## src/rtl/acc_param_feeder.sv

```systemverilog
// acc_param_feeder: streams segment records (dt, steps, parameter words) from a
// first-word-fall-through FIFO into acc_step_gen; preloads, reloads, ends and flushes.
module acc_param_feeder #(
  parameter int N_PARAMS = 4,
  parameter int ADDR_W   = 2
) (
  input  logic              clk,
  input  logic              reset_n,
  input  logic              run,
  input  logic              host_abort,
  input  logic [31:0]       rd_data,
  input  logic              rd_empty,
  output logic              rd_en,
  input  logic              waiting_for_params,
  input  logic              load_next_params,
  input  logic              global_abort,
  input  logic              done,
  input  logic              busy,
  output logic [31:0]       dt_val,
  output logic [31:0]       steps_val,
  output logic [ADDR_W-1:0] param_addr,
  output logic [31:0]       param_data,
  output logic              param_write_lo,
  output logic              param_write_hi,
  output logic              params_load_done,
  output logic              start,
  output logic              abort,
  output logic              prog_active,
  output logic              prog_done,
  output logic              underrun
);

  // One extra counter bit selects lo/hi within a slot.
  localparam int CNT_W = ADDR_W + 1;
  localparam logic [CNT_W-1:0] LAST_WORD = CNT_W'(2 * N_PARAMS - 1);

  typedef enum logic [3:0] {
    IDLE, PL_DT, PL_STEPS, PL_PAR, START, RUN,
    LD_DT, LD_STEPS, LD_PAR, LD_DONE, WAIT_DONE, FLUSH
  } state_t;

  state_t            state_q, state_d;
  logic [CNT_W-1:0]  cnt_q, cnt_d;
  logic [31:0]       dt_q, dt_d;
  logic [31:0]       steps_q, steps_d;
  logic [31:0]       data_q, data_d;
  logic [ADDR_W-1:0] addr_q, addr_d;
  logic              wlo_q, wlo_d;
  logic              whi_q, whi_d;
  logic              pld_q, pld_d;
  logic              start_q, start_d;
  logic              abort_q, abort_d;
  logic              pdone_q, pdone_d;
  logic              underrun_q, underrun_d;
  logic              consuming;
  logic              loading;

  always_comb begin
    consuming = state_q inside {PL_DT, PL_STEPS, PL_PAR, LD_DT, LD_STEPS, LD_PAR, FLUSH};
    loading   = state_q inside {LD_DT, LD_STEPS, LD_PAR};
    rd_en     = consuming && !rd_empty;
  end

  always_comb begin
    state_d    = state_q;
    cnt_d      = cnt_q;
    dt_d       = dt_q;
    steps_d    = steps_q;
    data_d     = data_q;
    addr_d     = addr_q;
    wlo_d      = 1'b0;
    whi_d      = 1'b0;
    pld_d      = 1'b0;
    start_d    = 1'b0;
    abort_d    = 1'b0;
    pdone_d    = 1'b0;
    underrun_d = underrun_q;

    if (loading && rd_empty) underrun_d = 1'b1;

    // Aborts override everything; a word popped in the abort cycle is discarded.
    if (host_abort && state_q != IDLE) begin
      state_d = FLUSH;
      abort_d = 1'b1;
    end else if (global_abort && state_q != IDLE && state_q != FLUSH) begin
      state_d = FLUSH;
    end else begin
      unique case (state_q)
        IDLE: begin
          if (run && waiting_for_params) begin
            underrun_d = 1'b0;
            state_d    = PL_DT;
          end
        end
        PL_DT, LD_DT: begin
          if (rd_en) begin
            dt_d  = rd_data;
            cnt_d = '0;
            if (rd_data == 32'd0) begin
              if (state_q == PL_DT) begin
                pdone_d = 1'b1;
                state_d = IDLE;
              end else begin
                pld_d   = 1'b1;
                state_d = WAIT_DONE;
              end
            end else if (state_q == PL_DT) begin
              state_d = PL_STEPS;
            end else begin
              state_d = LD_STEPS;
            end
          end
        end
        PL_STEPS, LD_STEPS: begin
          if (rd_en) begin
            steps_d = rd_data;
            if (state_q == PL_STEPS) state_d = PL_PAR;
            else                     state_d = LD_PAR;
          end
        end
        PL_PAR, LD_PAR: begin
          if (rd_en) begin
            addr_d = cnt_q[CNT_W-1:1];
            data_d = rd_data;
            wlo_d  = ~cnt_q[0];
            whi_d  = cnt_q[0];
            if (cnt_q == LAST_WORD) begin
              cnt_d = '0;
              if (state_q == PL_PAR) state_d = START;
              else                   state_d = LD_DONE;
            end else begin
              cnt_d = cnt_q + 1'b1;
            end
          end
        end
        START: begin
          start_d = 1'b1;
          state_d = RUN;
        end
        RUN: begin
          if (load_next_params) state_d = LD_DT;
        end
        LD_DONE: begin
          pld_d   = 1'b1;
          state_d = RUN;
        end
        WAIT_DONE: begin
          if (done) begin
            pdone_d = 1'b1;
            state_d = IDLE;
          end
        end
        FLUSH: begin
          if (rd_empty && !busy) state_d = IDLE;
        end
        default: state_d = IDLE;
      endcase
    end
  end

  always_ff @(posedge clk or negedge reset_n) begin
    if (!reset_n) begin
      state_q    <= IDLE;
      cnt_q      <= '0;
      dt_q       <= '0;
      steps_q    <= '0;
      data_q     <= '0;
      addr_q     <= '0;
      wlo_q      <= 1'b0;
      whi_q      <= 1'b0;
      pld_q      <= 1'b0;
      start_q    <= 1'b0;
      abort_q    <= 1'b0;
      pdone_q    <= 1'b0;
      underrun_q <= 1'b0;
    end else begin
      state_q    <= state_d;
      cnt_q      <= cnt_d;
      dt_q       <= dt_d;
      steps_q    <= steps_d;
      data_q     <= data_d;
      addr_q     <= addr_d;
      wlo_q      <= wlo_d;
      whi_q      <= whi_d;
      pld_q      <= pld_d;
      start_q    <= start_d;
      abort_q    <= abort_d;
      pdone_q    <= pdone_d;
      underrun_q <= underrun_d;
    end
  end

  assign dt_val           = dt_q;
  assign steps_val        = steps_q;
  assign param_addr       = addr_q;
  assign param_data       = data_q;
  assign param_write_lo   = wlo_q;
  assign param_write_hi   = whi_q;
  assign params_load_done = pld_q;
  assign start            = start_q;
  assign abort            = abort_q;
  assign prog_done        = pdone_q;
  assign underrun         = underrun_q;
  assign prog_active      = (state_q != IDLE);

endmodule
```

## config.mk

```make
export PLATFORM = sky130hd
export DESIGN_NAME = acc_param_feeder
export DESIGN_NICKNAME = d
export VERILOG_FILES = /design/src/rtl/acc_param_feeder.sv
export SDC_FILE = /design/constraint.sdc
export NUM_CORES = 1
export LEC_CHECK = 0
export BUFFER_PORTS_ARGS = -buffer_cell sky130_fd_sc_hd__buf_2
export CAP_MARGIN = 20
export CORE_AREA = 2 2 100 102
export CTS_CLUSTER_DIAMETER = 50
export DETAILED_ROUTE_END_ITERATION = 6
export DIE_AREA = 0 0 102 104
export GPL_TIMING_DRIVEN = 0
export PLACE_DENSITY = 0.86
export SLEW_MARGIN = 40
export SYNTH_ARGS = -nofsm -noshare
export SYNTH_HDL_FRONTEND = slang
export SYNTH_SLANG_ARGS = --single-unit
```

## constraint.sdc

```tcl
create_clock -name clk -period 3 [get_ports clk]
set_input_delay 0.15 -clock clk [delete_from_list [all_inputs] [get_ports clk]]
set_output_delay 0.15 -clock clk [all_outputs]
set_load 0.02 [all_outputs]
```

Word level (Yosys, flattened, before mapping) --
Cells that the tools add are included.
Storage, ports and cells: flip-flop bits (word level) 112, input port bits 42, output and inout port bits 107, word-level logic and storage cells 114
Operators by class: $add $sub $neg 1, eq/ne operators 23, muxes and demuxes 50, bitwise logic cells 3, reductions and logical operators 24
Operators with widths (count):
- 4-bit two-way mux | 14
- 32-bit logical NOT | 1
- 4-bit inequality test (second input constant) | 8
- 4-bit one-hot mux with 8 select lines | 1
- 1-bit two-way mux | 28
- 4-bit by 3-bit == test with 1-bit output (second input constant) | 4
- 4-bit == test (second input constant) | 4
- 3-bit two-way mux | 4
- 4-bit AND reduction | 3
- 4-bit by 2-bit == test with 1-bit output (second input constant) | 2
- 8-bit AND reduction | 1
- 2-bit OR reduction | 4
- 1-bit logical AND | 7
- 7-bit nonzero test | 1
- 3-bit one-hot mux with 2 select lines | 1
- 5-bit AND reduction | 1
- 4-bit by 1-bit == test with 1-bit output (second input constant) | 1
- 4-bit logical NOT | 1
- 2-bit inequality test (second input constant) | 2
- 4-bit by 1-bit inequality test with 1-bit output (second input constant) | 1
- 1-bit one-hot mux with 2 select lines | 2
- 4-bit nonzero test | 1
- 3-bit by 1-bit adder with 3-bit output (second input constant) | 1
- 3-bit == test (second input constant) | 1
- other kinds (4) | 7

Logic depth before layout (Yosys ltp) --
Gate-level depths: netlist (run 1).
word-level depth 8, gate-level depth with buffers 8

Worst setup path after synthesis (run 1) --
OpenSTA, ideal clock, no wires.
path type flip-flop to flip-flop, start reg state_q[0], end reg steps_q[10], in the netlist steps_val[10], arrival time 2.220 ns, slack 0.656 ns, stages on the path, launching flop included 8, path buffers 2, period minus slack after synthesis 2.344 ns, cell sequence dfrtp_1 or3b_1 a21o_1 a21oi_2 and4_1 buf_2 buf_2 mux2_2
On the way: elaborated cells on any way between the ends 18
RTL lines:
- start, declared | line 42 | state_t state_q, state_d;
- start signal, assigned | line 177 | state_q <= state_d;
- 4-bit by 1-bit == test with 1-bit output (tied with other cells) | line 59 | consuming = state_q inside {PL_DT, PL_STEPS, PL_PAR, LD_DT, LD_STEPS, LD_PAR, FLUSH};
- 7-bit nonzero test * | line 59
- 1-bit logical AND * | line 61 | rd_en = consuming && !rd_empty;
- named net rd_en | line 13 | output logic rd_en,
- 4-bit AND reduction (no line) *
- end signal, assigned | line 180 | steps_q <= steps_d;
- end, declared | line 45 | logic [31:0] steps_q, steps_d;
The timed path passes the listed nets; every way through them passes the cells marked *. A chain may end at the register's enable or synchronous reset.

Final worst setup path (run 1) --
start reg state_q[2], end reg data_q[2], in the netlist param_data[2]
On the way: cells in the longest elaborated chain, start to end 5, elaborated cells on any way between the ends 18
Ends and longest elaborated chain:
- parallel branches: the longest is 4 deep, another holds 7-bit nonzero test
- 4-bit AND reduction (no line) *
- end signal, assigned | line 181 | data_q <= data_d;
- end, declared | line 46 | logic [31:0] data_q, data_d;
Mark *: on every way between the ends.

==> results.ini, run 1 <==
[floorplan]
start_util_pct=49.9
io_pins=149
core-area_mm2=0.00955
dieWidth_um=102
dieArea_mm2=0.0106
rows=36
die_height_um=104

[cts]
cts_buffer_depth=2
root_buffer=clkbuf_8
cts-htree-levels=3
clock-sinks=112
cts_resized=0
cts_made_buffers=9
clk_latency_ns=0.37
cts_setup_buffers=0
cts_tree=yes
cts.clk_slew.worst_paths_ns=0.11

[sta]
relSlewSlack_pct=52.1
rsz0062_at_grt=no
finalMaxSlewViolations=0
max_freq_mhz=393
skew_ns=0.0142
setup_viol=0
finalCritPeriodShare_pct=84.9
layout_min_cycle_time_ns=2.55
worst_pin_slew_ns=0.711
tns_ns=0
hold_viol_final=0

[place]
dp_hpwl_um=8330
port_buffers=148
globalplace.congestion=0.886
dpl-instance-area_mm2=0.00571

[critical_path]
crit_required_ns=3.26
crit_path_max_fanout=10
path_class=flip-flop to flip-flop
reg2regPathDepth=7
end_kind=flip-flop
setup.worst_path.start_class=flip-flop
cp_data_arrival_time_ns=2.80

[global_route]
overflow=0
track_usage_pct=21.6
grt_max_degree=75
grt_pass1_vias=3384
antenna_found_initial=0
grt_pass1_wl_um=17700

[power_and_ir_drop]
powerDensity_mw_per_mm2=1090
power_leakage_uw=0.00309
ir_drop_mv=0.442

[outcome]
status=complete, no violations

[synthesis]
synthesis.area_mm2=0.00476
ys_ff_latch=112
synth_nets=374
yosysWarnings=0
synth.yosys.seq_area_share_pct=58.8
synthArstFlopShare_pct=100
synth.avg_cell_area_um2=14.4
postSynthCellCount=330
ys_types=43
synth_flop_cell=dfrtp_1
synth-edff-count=0

[run]
drv_cap=0

[layout]
drive_above_1_share_pct=55.2
fillCellCount=749
antenna_cells=0
nets=537
fin_area_mm2=0.00593
area_growth_pct=24.4
final_common_cell=buf_2
final_cell_mix=buf_2, dfrtp_1, mux2_2
final_core_util_pct=62.1

[route]
first_iter_violations=77
wl_um=11300
wl_per_cell_um=17.9
ant_nets=0
drc=0
via_per_inst=5.29
firstDrtPassIters=4
vias=3337

[worst_hold_path]
hold_path.class=input port to flip-flop
holdPathStages=2

## through the flow
step / power (uW) / setup WS [ns] / std cells / hold slack, ns
6_report: 6480 / 0.454 / 631 / 0.0281
5_1_grt: 6850 / 0.282 / 631 / 0.0285
4_1_cts: 6500 / 0.443 / 631 / 0.0150
3_5_place_dp: 5630 / 0.469 / 612 / 0.0493
3_3_place_gp: 5500 / 0.491 / 611 / 0.350
2_1_floorplan: 4560 / 0.656 / 330 / -0.146
## worst paths after layout
kind	from	endpoint	slack, ns
worst min-delay path	rd_data[18]	steps_val[18]	0.03
min in group asynchronous	reset_n	param_data[13]	0.23
worst max register to register	state_q[2]	param_data[2]	0.45
worst max-delay path	state_q[2]	param_data[2]	0.45
worst min register to register	cnt_q[0]	param_write_lo	0.48
max in group asynchronous	reset_n	abort	2.11
## sequential cells by signal, indices dropped and copies added (netlist names)
signal            cells
state_q               4
start                 1
dt_val               32
steps_val            32
param_data           32
abort                 1
params_load_done      1
param_addr            2
underrun              1
param_write_hi        1
cnt_q                 3
param_write_lo        1
prog_done             1
## what timing repair did
item                                   CTS  global route
hold buffers                             3             0
endpoints found under the hold margin   39             0
setup endpoints to repair                0             0
## report_power, final
| group | internal [uW] | switching [uW] |
|---|---|---|
| Clock | 353 | 519 |
| Combinational | 1330 | 1720 |
| Sequential | 2180 | 374 |
## synthesized netlist by cell type (2+ instances only)
cell type	number	area share [%]
a31oi_1	2	0.26
nor2b_1	9	1.2
or3_1	2	0.26
nor4_1	8	1.1
a22o_1	2	0.37
mux2_4	30	9.5
nand3_1	3	0.32
mux2_2	67	16
nand2_1	7	0.55
buf_6	3	0.71
nand2b_1	2	0.26
nand4_1	4	0.53
nor2_1	10	0.79
buf_2	8	0.84
o31a_1	2	0.37
mux2_1	6	1.4
dfrtp_1	112	59
inv_1	6	0.47
ha_1	2	0.53
clkbuf_1	6	0.47
o22a_1	2	0.37
a21oi_1	9	0.95
o21ai_0	8	0.84
## layer usage
metal / wire, um / part of all wire [%] / vias to the layer above / GRT usage (%)
met4: 185 / 1.6 / 0 / 7.71
met3: 743 / 6.6 / 16 / 5.31
met5: 0 / 0 / - / 0
li1: - / - / 1521 / -
met2: 5480 / 49 / 125 / 34.8
met1: 4870 / 43 / 1675 / 28.2
## worst max-delay path: stages (launching register included)
cell and delay, ns:
dfrtp_1 0.34, clkbuf_1 0.40, inv_1 0.19, o31a_1 0.18, nand3_1 0.14, buf_2 0.28
buf_1 0.50, mux2_2 0.40
## layout make-up
cell class,count,area [um^2],share of cell area [%]
sequential,112,2800,47.3
clock inverter,5,37.5,0.633
inverter,6,22.5,0.380
clock buffer,11,151,2.55
tap,133,166,2.81
timing repair buffer,152,808,13.6
buffer,18,100,1.69
multi-input combinational,194,1840,31.0
## kinds of logic (layout without fill, tap and decap cells)
| logic type | after synthesis | in the layout | synth area share (%) |
|---|---|---|---|
| xor gates and xnor gates | 1 | 1 | 0.184 |
| buffers and inverters | 24 | 192 | 2.57 |
| AOI/OAI and AO/OA | 34 | 34 | 4.67 |
| muxes | 104 | 104 | 26.9 |
| DFF | 112 | 112 | 58.8 |
| adders and majority gates | 2 | 2 | 0.525 |
| and+or+nand+nor | 53 | 53 | 6.30 |
(Power assumes the default switching activity.)
==> inputs of run 2 (changes only) <==
- ABC_AREA: default -> 1
- CORE_AREA: 2 2 100 102 -> 2 2 105 107
- DIE_AREA: 0 0 102 104 -> 0 0 107 109
- PLACE_DENSITY: 0.86 -> 0.82
- clock period: 3 -> 2.1 ns (I/O delays scaled with it)
==> results.ini, run 2 <==
[critical_path]
r2r-start=state_q[2]  ; unchanged
setup.worst_path.start_class=flip-flop  ; unchanged
r2r_setup_slack_ns=0.18  ; was 0.45 ns
end_kind=output port  ; was flip-flop
startpoint=state_q[2]  ; unchanged
cp_data_arrival_time_ns=1.84  ; was 2.80 ns
crit_path_max_fanout=6  ; was 10
path_class=flip-flop to output port  ; was flip-flop to flip-flop
crit_end=rd_en  ; was param_data[2]
crit_required_ns=2.00  ; was 3.26 ns
regToRegEndpoint=steps_val[24]  ; was param_data[2]
reg2regPathDepth=9  ; was 7

[synthesis]
ys_types=25  ; was 43
synth_nets=549  ; was 374
ys_ff_latch=112  ; unchanged
yosys-top-cells-area=dfrtp_1, nand2_1, o21ai_0  ; was dfrtp_1, mux2_2, mux2_4
yosysWarnings=0  ; unchanged
postSynthCellCount=505  ; was 330
synth.avg_cell_area_um2=9.45  ; was 14.4 um^2
ys_top_cells_by_count=nand2_1, dfrtp_1, o21ai_0, inv_1, nor2_1  ; was dfrtp_1, mux2_2, mux2_4, nor2_1
synth.yosys.seq_area_share_pct=58.7  ; was 58.8%
synthArstFlopShare_pct=100  ; unchanged
synth_top_area_share_pct=58.7  ; was 58.8%
synth_most_common_cell=nand2_1  ; was dfrtp_1
synthesis.area_mm2=0.00477  ; was 0.00476 mm^2
yosysTopAreaCell=dfrtp_1  ; unchanged
synth-edff-count=0  ; unchanged
synth_flop_cell=dfrtp_1  ; unchanged

[power_and_ir_drop]
powerDensity_mw_per_mm2=1490  ; was 1090 mW/mm^2
power_leakage_uw=0.00338  ; was 0.00309 uW
total_power_uw=8970  ; was 6480 uW
ir_drop_mv=0.772  ; was 0.442 mV

[cts]
cts-htree-levels=3  ; unchanged
clock-sinks=112  ; unchanged
cts.clk_slew.worst_paths_ns=0.11  ; about the same
cts_setup_buffers=0  ; unchanged
cts_made_buffers=9  ; unchanged
clk_latency_ns=0.38  ; was 0.37 ns
cts_buffer_depth=2  ; unchanged
cts_tree=yes  ; unchanged
root_buffer=clkbuf_8  ; unchanged

[route]
firstDrtPassIters=4  ; unchanged
vias=3983  ; was 3337
wl_per_cell_um=14.9  ; was 17.9 um
ant_nets=0  ; unchanged
first_iter_violations=213  ; was 77
drc=0  ; unchanged
via_per_inst=4.85  ; was 5.29
wl_um=12200  ; was 11300 um

[floorplan]
start_util_pct=45.0  ; was 49.9%
core-area_mm2=0.0106  ; was 0.00955 mm^2
io_pins=149  ; unchanged
rows=38  ; was 36
dieWidth_um=107  ; was 102 um
dieArea_mm2=0.0117  ; was 0.0106 mm^2
die_height_um=109  ; was 104 um

[sta]
finalMaxSlewViolations=0  ; unchanged
setup_viol=0  ; unchanged
relSlewSlack_pct=75.9  ; was 52.1%
finalCritPeriodShare_pct=92.6
layout_min_cycle_time_ns=1.95
rsz0062_at_grt=no  ; unchanged
hold_viol_final=0  ; unchanged
finalWorstSetupSlack_ns=0.154  ; was 0.454 ns
max_freq_mhz=514
worst_pin_slew_ns=0.362  ; was 0.711 ns
skew_ns=0.00838  ; was 0.0142 ns

[place]
dp.cells=794  ; was 612
port_buffers=148  ; unchanged
globalplace.congestion=0.857  ; was 0.886
dp_hpwl_um=8970  ; was 8330 um
pre_cts_ws_ns=0.146  ; was 0.469 ns

[global_route]
overflow=0  ; unchanged
antenna_found_initial=0  ; unchanged
grt_max_degree=68  ; was 75
grt_pass1_vias=4037  ; was 3384
track_usage_pct=22.2  ; was 21.6%
grt_pass1_wl_um=20100  ; was 17700 um

[layout]
area_growth_pct=26.4  ; was 24.4%
nets=720  ; was 537
final_cell_mix=buf_2, nand2_1, dfrtp_1  ; was buf_2, dfrtp_1, mux2_2
drive_above_1_share_pct=34.4  ; was 55.2%
final_common_cell=buf_2  ; unchanged
fin_cells=821  ; was 631
antenna_cells=0  ; unchanged

[worst_hold_path]
hold_path.class=input port to flip-flop  ; unchanged
hold_path.startpoint=host_abort  ; was rd_data[18]

[outcome]
status=complete, no violations  ; unchanged

[run]
drv_cap=0  ; unchanged

## run 2: critical path: stages (launching register included)
cell      delay (ns)
dfrtp_1         0.49
inv_2           0.14
nor2_4          0.05
nand2_1         0.15
nand3_2         0.11
o21bai_4        0.21
inv_1           0.13
buf_2           0.18
## run 2: metrics by stage
stage / hold slack, ns / setup TNS [ns] / instance area (um^2) / utilization (%)
after floorplan: -0.191 / 0 / 4770 / -
after global placement: 0.307 / -28.81 / 5690 / 53.6
after detailed placement: 0.0257 / 0 / 5730 / 54.0
after CTS: 0.000204 / 0 / 6020 / 56.8
after global routing: 0.00473 / 0 / 6030 / 56.9
final: 0.0124 / 0 / 6030 / 56.9
## run 2: power breakdown
group	leakage (uW)	internal (uW)	switching, uW
logic	0.00183	1390	2680
clock network	0.0000935	479	750
registers	0.00146	3080	577
## run 2: what timing repair did
item,4_1_cts,5_1_grt
hold buffers,11,0
resized for setup,0,3
endpoints found under the setup margin,0,7
endpoints found under the hold margin,91,0
## run 2: worst min path at each step
stage / slack (ns) / depth (start not counted) / end
detailed placement: 0.03 / 1 / underrun
global route: 0.005 / 3 / dt_val[30]
finish: 0.01 / 3 / abort
CTS: 0.0002 / 3 / abort
global placement: 0.31 / 2 / underrun
floorplan: -0.19 / 0 / abort
## run 2: final cells by class
type / count / area (um^2)
well taps: 140 / 175
flip-flops and latches: 112 / 2810
clock inverters: 6 / 51.3
fillers: 971 / 4570
inverters: 53 / 199
multi-input cells: 320 / 1600
clock buffers: 10 / 138
repair buffers: 160 / 888
plain buffers: 20 / 175
## run 2: cells by family (layout without fill, tap and decap cells)
group                    Yosys count  after routing  share of synthesized area [%]
flip-flops                       112            112                           58.7
AND/OR/NAND/NOR                  202            202                           18.6
adder cells (fa/ha/maj)            2              2                          0.524
AO/OA/AOI/OAI                    116            116                           14.3
buffers and inverters             73            249                           7.84
## run 2: routing by layer
layer  track usage (%)  vias up  part of all wire, %
met2              36.3      114                   48
met4              6.77        0                  1.6
met5                 0        -                    0
met3              4.48       21                  5.0
met1              30.3     1902                   45
li1                  -     1946                    -
